## config.mk

```make
export PLATFORM = sky130hd
export DESIGN_NAME = lsu_stride_prefetcher_flat
export DESIGN_NICKNAME = d
export VERILOG_FILES = /design/src/rtl/lsu_pf_pkg.sv /design/src/rtl/lsu_stride_prefetcher_if.sv /design/src/rtl/lsu_pf_fifo.sv /design/src/rtl/lsu_stride_prefetcher.sv /design/src/flat_wrapper.sv
export SDC_FILE = /design/constraint.sdc
export NUM_CORES = 2
export LEC_CHECK = 0
export ABC_AREA = 1
export BUFFER_PORTS_ARGS = -buffer_cell sky130_fd_sc_hd__clkbuf_2
export CAP_MARGIN = 5
export CORE_UTILIZATION = 45
export CTS_CLUSTER_SIZE = 20
export DETAILED_ROUTE_END_ITERATION = 8
export GPL_ROUTABILITY_DRIVEN = 1
export PLACE_DENSITY_LB_ADDON = 0.25
export SETUP_SLACK_MARGIN = 0.4
export SLEW_MARGIN = 20
export SYNTH_ARGS = -nofsm -noshare
export SYNTH_HDL_FRONTEND = slang
export SYNTH_SLANG_ARGS = --single-unit
```

## constraint.sdc

```tcl
create_clock -name clk -period 34.1 [get_ports clk]
set_clock_uncertainty 0.1 [all_clocks]
set_input_delay 6.82 -clock clk [delete_from_list [all_inputs] [get_ports clk]]
set_output_delay 6.82 -clock clk [all_outputs]
set_load 0.02 [all_outputs]
```

## src/rtl/lsu_pf_pkg.sv

```systemverilog
// Shared types and constants for the LSU stride prefetcher: stride table entry,
// generator FSM states and default geometry.
package lsu_pf_pkg;

  localparam int ADDR_W          = 32;
  localparam int TAG_W_MAX       = 40;
  localparam int DEF_NUM_ENTRIES = 16;
  localparam int DEF_LINE_SIZE   = 64;
  localparam int IDX_BITS        = $clog2(DEF_NUM_ENTRIES);
  localparam int LINE_BITS       = $clog2(DEF_LINE_SIZE);
  localparam int CONF_MAX        = 3;

  typedef enum logic {
    IDLE = 1'b0,
    GEN  = 1'b1
  } pf_state_e;

  // Tags are zero-extended to TAG_W_MAX so one struct serves every table geometry
  typedef struct packed {
    logic                     valid;
    logic [TAG_W_MAX-1:0]     tag;
    logic [ADDR_W-1:0]        last_addr;
    logic signed [ADDR_W-1:0] stride;
    logic [1:0]               conf;
  } pf_entry_t;

endpackage

```

## src/rtl/lsu_stride_prefetcher_if.sv

```systemverilog
// Training (demand load) and prefetch-request channels between the LSU and the
// stride prefetcher.
interface lsu_stride_prefetcher_if
  import lsu_pf_pkg::*;
#(
  parameter int WID_BITS = 2
);
  logic                train_valid;
  logic                train_ready;
  logic [ADDR_W-1:0]   train_pc;
  logic [WID_BITS-1:0] train_wid;
  logic [ADDR_W-1:0]   train_addr;
  logic                pf_valid;
  logic                pf_ready;
  logic [ADDR_W-1:0]   pf_addr;
  logic [WID_BITS-1:0] pf_wid;
  logic [ADDR_W-1:0]   pf_pc;

  modport master (
    output train_valid, train_pc, train_wid, train_addr, pf_ready,
    input  train_ready, pf_valid, pf_addr, pf_wid, pf_pc
  );

  modport slave (
    input  train_valid, train_pc, train_wid, train_addr, pf_ready,
    output train_ready, pf_valid, pf_addr, pf_wid, pf_pc
  );
endinterface

```

## src/rtl/lsu_pf_fifo.sv

```systemverilog
// Small power-of-two FIFO for prefetch requests; push is accepted when full if a
// pop happens in the same cycle. Head reads zero while empty.
module lsu_pf_fifo #(
  parameter int DATAW = 8,
  parameter int DEPTH = 4
) (
  input  logic             clk,
  input  logic             reset,
  input  logic             flush,
  input  logic             push,
  input  logic [DATAW-1:0] push_data,
  input  logic             pop,
  output logic             full,
  output logic             empty,
  output logic [DATAW-1:0] head
);
  localparam int PW = $clog2(DEPTH);

  logic [DATAW-1:0] mem [DEPTH];
  logic [PW-1:0]    wr_ptr;
  logic [PW-1:0]    rd_ptr;
  logic [PW:0]      count;
  logic             do_push;
  logic             do_pop;

  assign full    = (count == (PW+1)'(DEPTH));
  assign empty   = (count == '0);
  assign do_pop  = pop && !empty;
  assign do_push = push && (!full || do_pop);
  assign head    = empty ? '0 : mem[rd_ptr];

  always_ff @(posedge clk) begin
    if (reset || flush) begin
      wr_ptr <= '0;
      rd_ptr <= '0;
      count  <= '0;
    end else begin
      if (do_push) wr_ptr <= wr_ptr + 1'b1;
      if (do_pop)  rd_ptr <= rd_ptr + 1'b1;
      case ({do_push, do_pop})
        2'b10:   count <= count + 1'b1;
        2'b01:   count <= count - 1'b1;
        default: count <= count;
      endcase
    end
  end

  always_ff @(posedge clk) begin
    if (do_push && !reset && !flush) mem[wr_ptr] <= push_data;
  end

endmodule

```

## src/rtl/lsu_stride_prefetcher.sv

```systemverilog
// Per-(PC, warp) stride prefetcher: trains a direct-mapped stride table on accepted
// demand loads and emits DEGREE line-aligned candidates per confident trigger.
module lsu_stride_prefetcher
  import lsu_pf_pkg::*;
#(
  parameter int NUM_ENTRIES = DEF_NUM_ENTRIES,
  parameter int DEGREE      = 2,
  parameter int QUEUE_DEPTH = 4,
  parameter int LINE_SIZE   = DEF_LINE_SIZE,
  parameter int CONF_THRESH = 2,
  parameter int MODE        = 0,
  parameter int WID_BITS    = 2
) (
  input  logic                   clk,
  input  logic                   reset,
  input  logic                   flush,
  lsu_stride_prefetcher_if.slave pf_bus,
  output logic [15:0]            drop_count,
  output logic [15:0]            issue_count
);
  localparam int IDX_W = $clog2(NUM_ENTRIES);
  localparam int DATAW = 2*ADDR_W + WID_BITS;

  function automatic logic [1:0] conf_inc(input logic [1:0] c);
    return (c == 2'(CONF_MAX)) ? c : c + 2'd1;
  endfunction

  function automatic logic [15:0] sat_inc16(input logic [15:0] c);
    return (c == 16'hFFFF) ? c : c + 16'd1;
  endfunction

  function automatic logic [ADDR_W-1:0] line_of(input logic [ADDR_W-1:0] a);
    return a & ~ADDR_W'(LINE_SIZE - 1);
  endfunction

  pf_entry_t                table_q [NUM_ENTRIES];
  pf_state_e                state_q, state_d;
  logic [3:0]               k_q, k_d;
  logic [ADDR_W-1:0]        cur_q, base_line_q, prev_line_q, pc_q;
  logic signed [ADDR_W-1:0] stride_q;
  logic [WID_BITS-1:0]      wid_q;

  logic [IDX_W-1:0]         idx;
  logic [TAG_W_MAX-1:0]     tag;
  pf_entry_t                rd_ent, wr_ent;
  logic signed [ADDR_W-1:0] delta, trig_stride;
  logic                     accept, hit, trigger;
  logic [ADDR_W-1:0]        cand;
  logic                     suppress, gen_push, fifo_push, fifo_full, fifo_empty, pop, drop;
  logic [DATAW-1:0]         head;

  assign pf_bus.train_ready = (state_q == IDLE);
  assign accept = pf_bus.train_valid && pf_bus.train_ready;
  assign idx    = pf_bus.train_pc[2 +: IDX_W];
  assign tag    = TAG_W_MAX'({pf_bus.train_wid, pf_bus.train_pc[ADDR_W-1:2+IDX_W]});

  // Training: look up the entry and form its post-update contents
  always_comb begin
    rd_ent           = table_q[idx];
    hit              = rd_ent.valid && (rd_ent.tag == tag);
    delta            = pf_bus.train_addr - rd_ent.last_addr;
    wr_ent.valid     = 1'b1;
    wr_ent.tag       = tag;
    wr_ent.last_addr = pf_bus.train_addr;
    wr_ent.stride    = '0;
    wr_ent.conf      = 2'd0;
    if (hit) begin
      if ((delta == rd_ent.stride) && (rd_ent.stride != 0)) begin
        wr_ent.stride = rd_ent.stride;
        wr_ent.conf   = conf_inc(rd_ent.conf);
      end else begin
        wr_ent.stride = delta;
      end
    end
    if (MODE == 1) begin
      trigger     = 1'b1;
      trig_stride = ADDR_W'(LINE_SIZE);
    end else begin
      trigger     = hit && (wr_ent.conf >= 2'(CONF_THRESH)) && (wr_ent.stride != 0);
      trig_stride = wr_ent.stride;
    end
  end

  always_ff @(posedge clk) begin
    if (reset || flush) begin
      for (int i = 0; i < NUM_ENTRIES; i++) table_q[i].valid <= 1'b0;
    end else if (accept) begin
      table_q[idx] <= wr_ent;
    end
  end

  always_comb begin
    state_d = state_q;
    k_d     = k_q;
    case (state_q)
      IDLE: if (accept && trigger) begin
        state_d = GEN;
        k_d     = 4'd1;
      end
      GEN: begin
        k_d = k_q + 4'd1;
        if (k_q == 4'(DEGREE)) state_d = IDLE;
      end
      default: state_d = IDLE;
    endcase
    if (flush) state_d = IDLE;
  end

  // Generation: cur_q walks base + k*stride incrementally, one candidate per cycle
  assign cand      = line_of(cur_q);
  assign suppress  = (cand == base_line_q) || (cand == prev_line_q);
  assign pop       = !fifo_empty && pf_bus.pf_ready;
  assign gen_push  = (state_q == GEN) && !suppress && !flush;
  assign fifo_push = gen_push && (!fifo_full || pop);
  assign drop      = gen_push && fifo_full && !pop;

  always_ff @(posedge clk) begin
    if (accept && trigger) begin
      base_line_q <= line_of(pf_bus.train_addr);
      prev_line_q <= line_of(pf_bus.train_addr);
      cur_q       <= pf_bus.train_addr + trig_stride;
      stride_q    <= trig_stride;
      pc_q        <= pf_bus.train_pc;
      wid_q       <= pf_bus.train_wid;
    end else begin
      if (state_q == GEN) cur_q <= cur_q + stride_q;
      if (fifo_push) prev_line_q <= cand;
    end
  end

  always_ff @(posedge clk) begin
    if (reset) begin
      state_q     <= IDLE;
      k_q         <= 4'd0;
      drop_count  <= 16'd0;
      issue_count <= 16'd0;
    end else begin
      state_q <= state_d;
      k_q     <= k_d;
      if (drop) drop_count <= sat_inc16(drop_count);
      if (pop)  issue_count <= sat_inc16(issue_count);
    end
  end

  lsu_pf_fifo #(
    .DATAW(DATAW),
    .DEPTH(QUEUE_DEPTH)
  ) u_fifo (
    .clk      (clk),
    .reset    (reset),
    .flush    (flush),
    .push     (fifo_push),
    .push_data({pc_q, wid_q, cand}),
    .pop      (pop),
    .full     (fifo_full),
    .empty    (fifo_empty),
    .head     (head)
  );

  assign pf_bus.pf_valid = !fifo_empty;
  assign {pf_bus.pf_pc, pf_bus.pf_wid, pf_bus.pf_addr} = head;

endmodule

```

## src/flat_wrapper.sv

```systemverilog
// flat-port wrapper written by rule: the top's interface ports become plain ports
module lsu_stride_prefetcher_flat import lsu_pf_pkg::*;
#(
  parameter int NUM_ENTRIES = DEF_NUM_ENTRIES,
  parameter int DEGREE      = 2,
  parameter int QUEUE_DEPTH = 4,
  parameter int LINE_SIZE   = DEF_LINE_SIZE,
  parameter int CONF_THRESH = 2,
  parameter int MODE        = 0,
  parameter int WID_BITS    = 2
)
  (clk, reset, flush, drop_count, issue_count, pf_bus_train_valid, pf_bus_train_pc, pf_bus_train_wid, pf_bus_train_addr, pf_bus_pf_ready, pf_bus_train_ready, pf_bus_pf_valid, pf_bus_pf_addr, pf_bus_pf_wid, pf_bus_pf_pc);
  lsu_stride_prefetcher_if #(.WID_BITS(WID_BITS)) pf_bus_i ();
  input  logic clk;
  input  logic reset;
  input  logic flush;
  output logic [15:0] drop_count;
  output logic [15:0] issue_count;
  input wire logic [$bits(pf_bus_i.train_valid)-1:0] pf_bus_train_valid;
  input wire logic [$bits(pf_bus_i.train_pc)-1:0] pf_bus_train_pc;
  input wire logic [$bits(pf_bus_i.train_wid)-1:0] pf_bus_train_wid;
  input wire logic [$bits(pf_bus_i.train_addr)-1:0] pf_bus_train_addr;
  input wire logic [$bits(pf_bus_i.pf_ready)-1:0] pf_bus_pf_ready;
  output wire logic [$bits(pf_bus_i.train_ready)-1:0] pf_bus_train_ready;
  output wire logic [$bits(pf_bus_i.pf_valid)-1:0] pf_bus_pf_valid;
  output wire logic [$bits(pf_bus_i.pf_addr)-1:0] pf_bus_pf_addr;
  output wire logic [$bits(pf_bus_i.pf_wid)-1:0] pf_bus_pf_wid;
  output wire logic [$bits(pf_bus_i.pf_pc)-1:0] pf_bus_pf_pc;
  assign pf_bus_i.train_valid = pf_bus_train_valid;
  assign pf_bus_i.train_pc = pf_bus_train_pc;
  assign pf_bus_i.train_wid = pf_bus_train_wid;
  assign pf_bus_i.train_addr = pf_bus_train_addr;
  assign pf_bus_i.pf_ready = pf_bus_pf_ready;
  assign pf_bus_train_ready = pf_bus_i.train_ready;
  assign pf_bus_pf_valid = pf_bus_i.pf_valid;
  assign pf_bus_pf_addr = pf_bus_i.pf_addr;
  assign pf_bus_pf_wid = pf_bus_i.pf_wid;
  assign pf_bus_pf_pc = pf_bus_i.pf_pc;
  lsu_stride_prefetcher #(.NUM_ENTRIES(NUM_ENTRIES), .DEGREE(DEGREE), .QUEUE_DEPTH(QUEUE_DEPTH), .LINE_SIZE(LINE_SIZE), .CONF_THRESH(CONF_THRESH), .MODE(MODE), .WID_BITS(WID_BITS)) u_core (.clk(clk), .reset(reset), .flush(flush), .pf_bus(pf_bus_i), .drop_count(drop_count), .issue_count(issue_count));
endmodule
```

======== Word level (Yosys, flattened, before mapping) ========
Memory sizes are Yosys's and may differ from the RTL's. A register that Yosys moved wholly into a read port is not among the register bits.
Index checks and enable logic that the tools add are counted.
cells by class
  multipliers ............................. 0
  multiplexer cells ....................... 27
  equal/unequal tests ..................... 12
  bitwise operators ....................... 3
  reduce and logical (&&, ||, !) cells .... 36
  shift operators ......................... 0
  divide/modulo/power cells ............... 0
  $lt $le $gt $ge ......................... 1
  $add $sub $neg .......................... 11
operators with widths
  kind                                                             count
  32-bit two-way mux                                               5
  95-bit two-way mux                                               1
  95-bit OR reduction                                              1
  66-bit two-way mux                                               1
  32-bit adder                                                     2
  32-bit nonzero test                                              2
  26-bit equality test                                             2
  40-bit by 28-bit equality test with 1-bit output                 1
  34-bit two-way mux                                               1
  16-bit by 1-bit adder with 16-bit output, second input constant  2
  16-bit equality test, second input constant                      2
  32-bit equality test                                             1
  32-bit subtractor                                                1
  1-bit logical AND                                                16
  2-bit two-way mux                                                5
  1-bit two-way mux                                                9
  4-bit two-way mux                                                2
  4-bit one-hot mux with 2 select lines                            1
  2-bit by 1-bit adder with 2-bit output, second input constant    3
  1-bit logical NOT                                                6
  3-bit one-hot mux with 2 select lines                            1
  2-bit nonzero test                                               3
  4-bit by 1-bit adder with 4-bit output, second input constant    1
  2-bit equality test, second input constant                       2
  other kinds (13)                                                 19
word-level totals
  register bits after elaboration ......... 194
  bits in read-only memories .............. 0
  latch bits .............................. 0
  RAM bits ................................ 1760
  memories kept ........................... 2
  output and inout port bits .............. 100
  bits of input ports ..................... 71
  logic and storage cells ................. 105
memory list
  memory             words  bits a word  read ports  clocked after Yosys merged registers in  wr ports  line                         RTL
  u_core.table_q     16     95           1           0                                        16        lsu_stride_prefetcher.sv:36  pf_entry_t table_q [NUM_ENTRIES];
  u_core.u_fifo.mem  4      60           1           1                                        1         lsu_pf_fifo.sv:19            logic [DATAW-1:0] mem [DEPTH];

======== Logic depth before layout (Yosys ltp) ========
An unclocked memory read counts as a cell.
  depth in word-level cells ............... 12
  depth in mapped cells ................... 50
  mapped depth without buffers ............ 42

======== By module ========
A second synthesis with hierarchy kept.
second synthesis, totals
  cells, all modules ...................... 7083
  area total of the unflattened synthesis .. 83671.5 um^2
by module, submodules not included
  module                 area each (um^2)  cells each  times used  sequential area each (um^2)
  lsu_stride_prefetcher  72947.5           6229        1           50728.7
  lsu_pf_fifo            10724.0           854         1           8107.8

======== Least setup slack after synthesis ========
No wires, ideal clock.
  path type ............................... input to register
  start point ............................. input pf_bus_train_pc[3]
  end point ............................... register u_core.base_line_q[10] (enable)
  library setup time ...................... 0.573 ns
  required time ........................... 33.427 ns
  setup slack ............................. 17.357 ns
  stages .................................. 30
  arrival ................................. 16.070 ns
  buffers on the path ..................... 7
  cell sequence ........................... buf_6 > nand2_8 > inv_4 > buf_6 > buf_6 > buf_2 > buf_1 > clkbuf_1 > a22oi_1 > a21oi_1 > or4_1 > ha_1 > fa_1 > nand3b_1 > nand2_1 > a21oi_1 > o21ai_0 > nand3_1 > nand3b_1 > nand2_1 > nand2_1 > nand2_1 > inv_1 > nand3_1 > nor3_2 > clkbuf_1 > nand4_1 > nor2_1 > nand2_1 > a21oi_1
RTL lines
  what                  line                          RTL
  start, declared       flat_wrapper.sv:20            input wire logic [$bits(pf_bus_i.train_pc)-1:0] pf_bus_train_pc;
  end signal, assigned  lsu_stride_prefetcher.sv:119  base_line_q <= line_of(pf_bus.train_addr);
  end, declared         lsu_stride_prefetcher.sv:39   logic [ADDR_W-1:0] cur_q, base_line_q, prev_line_q, pc_q;

==> impl_results.md <==
* Layout area overhead at 11.71%
* LEAKAGE at 32.61 nW
* Post-cts resize count at 0
* Global-route wire length before repair at 359.0 mm
* Critical Path End Type: register
* Avg WL per Cell at 25.53 um
* Int Pwr at 3.888 mW
* Reg2reg setup slack at 26.19 ns
* # DRC at 0
* CORE AREA at 0.1829 mm^2
* Critical-path maximum fanout at 58
* Worst setup path start: pf_bus_train_pc[2]
* HP Class: register to register
* Reg2Reg Launch Point: u_core.table_q[3][34]$_DFFE_PP_
* Yosys cell types at 64
* Crit path to: u_core.pc_q[17]$_DFFE_PP_
* R2R Path End: u_core.pc_q[17]$_DFFE_PP_
* Antenna violations before repair at 10
* Largest family of logic cells by synthesized area: simple AND/OR/NAND/NOR gates
* Total GRT Usage at 0.2635
* Xor and xnor area share after synthesis at 0.01015
* M3 GR Usage at 0.03677
* Switch share at 0.2343
* Met1 usage at 0.3830
* Met2 GRT Util at 0.4179
* Startpoint Class: input port
* Critical path class: input port to register
* Adder-Cell Fraction of Synth Area at 0.01674
* Mean Syn Cell Area at 11.90 um^2
* Routed vias at 55680
* Rel. slew slack at 0.1827
* Simple-gate portion of the synthesized area at 0.1430
* Worst path max stage delay at 0.90 ns
* Power share of the sequential group at 0.517
* Outcome: completed
* Sequential area share after synthesis at 0.7019
* CTS Root Cell: clkbuf_16
* RSZ-0062 raised after global routing: no
* Final WS setup at 18.21 ns
* Max Clk Rate at 0.06295 GHz
* Crit path required time at 34.45 ns
* Mux share of post-synthesis cell area at 0
* IO Pins at 171
* Post-synth design cell area at 0.08280 mm^2
* DR pass1 iterations at 5
* Antenna Nets Post-Route at 0
* Row count at 157
* Fin crit period at 15.89 ns
* Share of cells above drive strength 1 at 0.09045
* Clock Power Share at 0.411
* Post-synthesis compound-gate area fraction at 0.09457
* Dpl ws at 17.62 ns
* Global route overflow at 0
* Die ar. at 0.1857 mm^2
* Total negative setup slack at 0 ns
* Maxcap violations at 0
* Initial drt markers at 7062
* Final period util at 0.4659
* CP max-delay cell: nor2_1
* Main flop type after synthesis: edfxtp_1
* Critical Path AT at 16.24 ns
* Clock slew seen by the registers of the worst setup and hold paths at 0.06 ns
* Clk sinks at 1956
* Post-layout net count at 7299
* R2R cell count at 24
* EDFF count, synth at 1894
* Final hold viol count at 0
* YS warnings at 0
* Drt total wl at 248.7 mm
* Die Wd at 431.0 um
* Post-CTS Hold Fix Bufs at 0
* Clock Tree Buf Depth at 3
* Synth async-reset ratio at 0
* Commonest non-fill, non-tap cell in the layout: nand2_1
* Most Used Layer, Global Route: met2
* CTS tree: done
* Port bufs at 164
* Yosys reg bits at 1956
* Post-CTS Setup Bufs at 0
* Final setup violation count at 0
* Commonest cells after routing, fill and taps aside: nand2_1, edfxtp_1, nor2_1, a22oi_1, a21oi_1
* Vias in the first global route at 52760
* Largest net degree at the start of global routing at 120
* VDD IR max at 0.00005461 V
* Gpl congestion at 0.9539
* Mapped Cells at 6956
* Logic pwr share at 0.072
* Clock Latency Late Sink at 0.86 ns
* DIE HEIGHT at 431.0 um
* H-tree depth reported by CTS at 4
* DPL Wire Length at 145.8 mm
* Max-slew violation count at 0
* CTS Buf Count at 192
* Filler Cell Count at 15560
* Power Dens Cells at 54.89 mW/mm^2
* Vias per cell at 5.716
* Switch Pwr at 1.190 mW
* Core Util, Final at 0.5058
* Least-Margin Pin Slew at 1.226 ns
* Starting density of the core at 0.4527
* Cell mode on critical path: buf_4
[cell families (layout without fill, tap and decap cells)]
group           count (synthesis)  in the layout
flops                        1956           1956
fa+ha+maj                     109            109
buf+inv                       619            933
compound gates               1245           1245
other cells                     1              7
xor+xnor                       96             96
simple gates                 2930           2930
[through the flow]
stage / hold WS [ns] / instances / instance area, um^2 / total power, mW
2_1_floorplan: 0.3435 / 6961 / 82820 / 2.899
3_3_place_gp: 0.3505 / 9387 / 86260 / 3.038
3_5_place_dp: 0.3662 / 9388 / 86280 / 3.037
4_1_cts: 0.3787 / 9738 / 92470 / 5.099
5_1_grt: 0.3999 / 9740 / 92500 / 5.225
6_report: 0.3818 / 9740 / 92500 / 5.077
[critical path, delay by kind of cell]
| kind | cells | cell delay, ns |
|---|---|---|
| AOI/OAI and AO/OA | 5 | 1.02 |
| xor gates and xnor gates | 1 | 0.40 |
| adders and majority gates | 1 | 0.35 |
| buffers and inverters | 9 | 3.80 |
| and+or+nand+nor | 12 | 3.55 |
[cells in the mapped netlist, drive strengths merged (3+ instances only)]
| master | instances | area, um^2 |
|---|---|---|
| inv | 305 | 1155 |
| dfxtp | 62 | 1241 |
| buf | 186 | 1147 |
| xor2 | 49 | 429.2 |
| xnor2 | 47 | 411.6 |
| nand2 | 1977 | 7472 |
| nand4 | 66 | 425.4 |
| a211oi | 4 | 30.03 |
| o21bai | 21 | 161.4 |
| nand3 | 190 | 963.4 |
| o21a | 11 | 82.58 |
| nand3b | 8 | 60.06 |
| ha | 106 | 1326 |
| a31oi | 10 | 62.56 |
| clkbuf | 120 | 451.7 |
| a22oi | 528 | 3964 |
| a21oi | 353 | 1767 |
| nor3 | 46 | 245.2 |
| nor4 | 43 | 275.3 |
| clkinv | 8 | 31.28 |
| o31ai | 3 | 22.52 |
| or2 | 24 | 150.1 |
| a41oi | 9 | 78.83 |
| o21ai | 263 | 1358 |
| o22ai | 24 | 150.1 |
| a21o | 9 | 67.56 |
| fa | 3 | 60.06 |
| nor2 | 570 | 2205 |
| edfxtp | 1894 | 56870 |
[how the worst min path moves through the flow]
stage	slack, ns	from	depth (start not counted)	end
2_1_floorplan	0.34	u_core.u_fifo.count[0]$_SDFFE_PP0P_	1	u_core.u_fifo.count[0]$_SDFFE_PP0P_
3_3_place_gp	0.35	u_core.drop_count[8]$_SDFFE_PP0P_	2	u_core.drop_count[8]$_SDFFE_PP0P_
3_5_place_dp	0.37	u_core.u_fifo.count[0]$_SDFFE_PP0P_	1	u_core.u_fifo.count[0]$_SDFFE_PP0P_
4_1_cts	0.38	u_core.u_fifo.count[0]$_SDFFE_PP0P_	1	u_core.u_fifo.count[0]$_SDFFE_PP0P_
5_1_grt	0.40	u_core.pc_q[10]$_DFFE_PP_	0	u_core.u_fifo.mem[0][38]$_DFFE_PP_
6_report	0.38	u_core.table_q[4][94]$_SDFFE_PP1P_	2	u_core.table_q[4][94]$_SDFFE_PP1P_
[routing by layer]
metal,vias up,share of wire
met3,310,0.079
met5,-,0.000092
met1,27700,0.44
met2,2443,0.46
li1,25220,-
met4,4,0.021
[registers in the layout, indices dropped and copies added, names as in the netlist, 4 cells and up, named ones only]
signal,cells
u_core.base_line_q,26
u_core.cur_q,32
u_core.drop_count,16
u_core.issue_count,16
u_core.k_q,4
u_core.pc_q,32
u_core.prev_line_q,26
u_core.stride_q,32
u_core.table_q,1520
u_core.u_fifo.mem,240
[final cells by class]
cell class              instances  area (um^2)  area share
inverters                     313         1200     0.01297
clock buffers                 245         5087     0.05500
clock inverters               105         1099     0.01188
repair buffers                270         1745     0.01887
diodes                          1        2.502  0.00002705
multi-input cells            4386        22160      0.2396
flip-flops and latches       1956        58120      0.6284
well taps                    2464         3083     0.03333
[power by group through the flow]
stage / clock (mW) / sequential, mW / combinational, mW
after floorplan: 0 / 2.68 / 0.221
after global placement: 0 / 2.68 / 0.361
after detailed placement: 0 / 2.68 / 0.360
after CTS: 2.11 / 2.63 / 0.361
after global routing: 2.20 / 2.63 / 0.399
final: 2.08 / 2.63 / 0.366
Note: power is estimated with default switching activity, not from simulation.
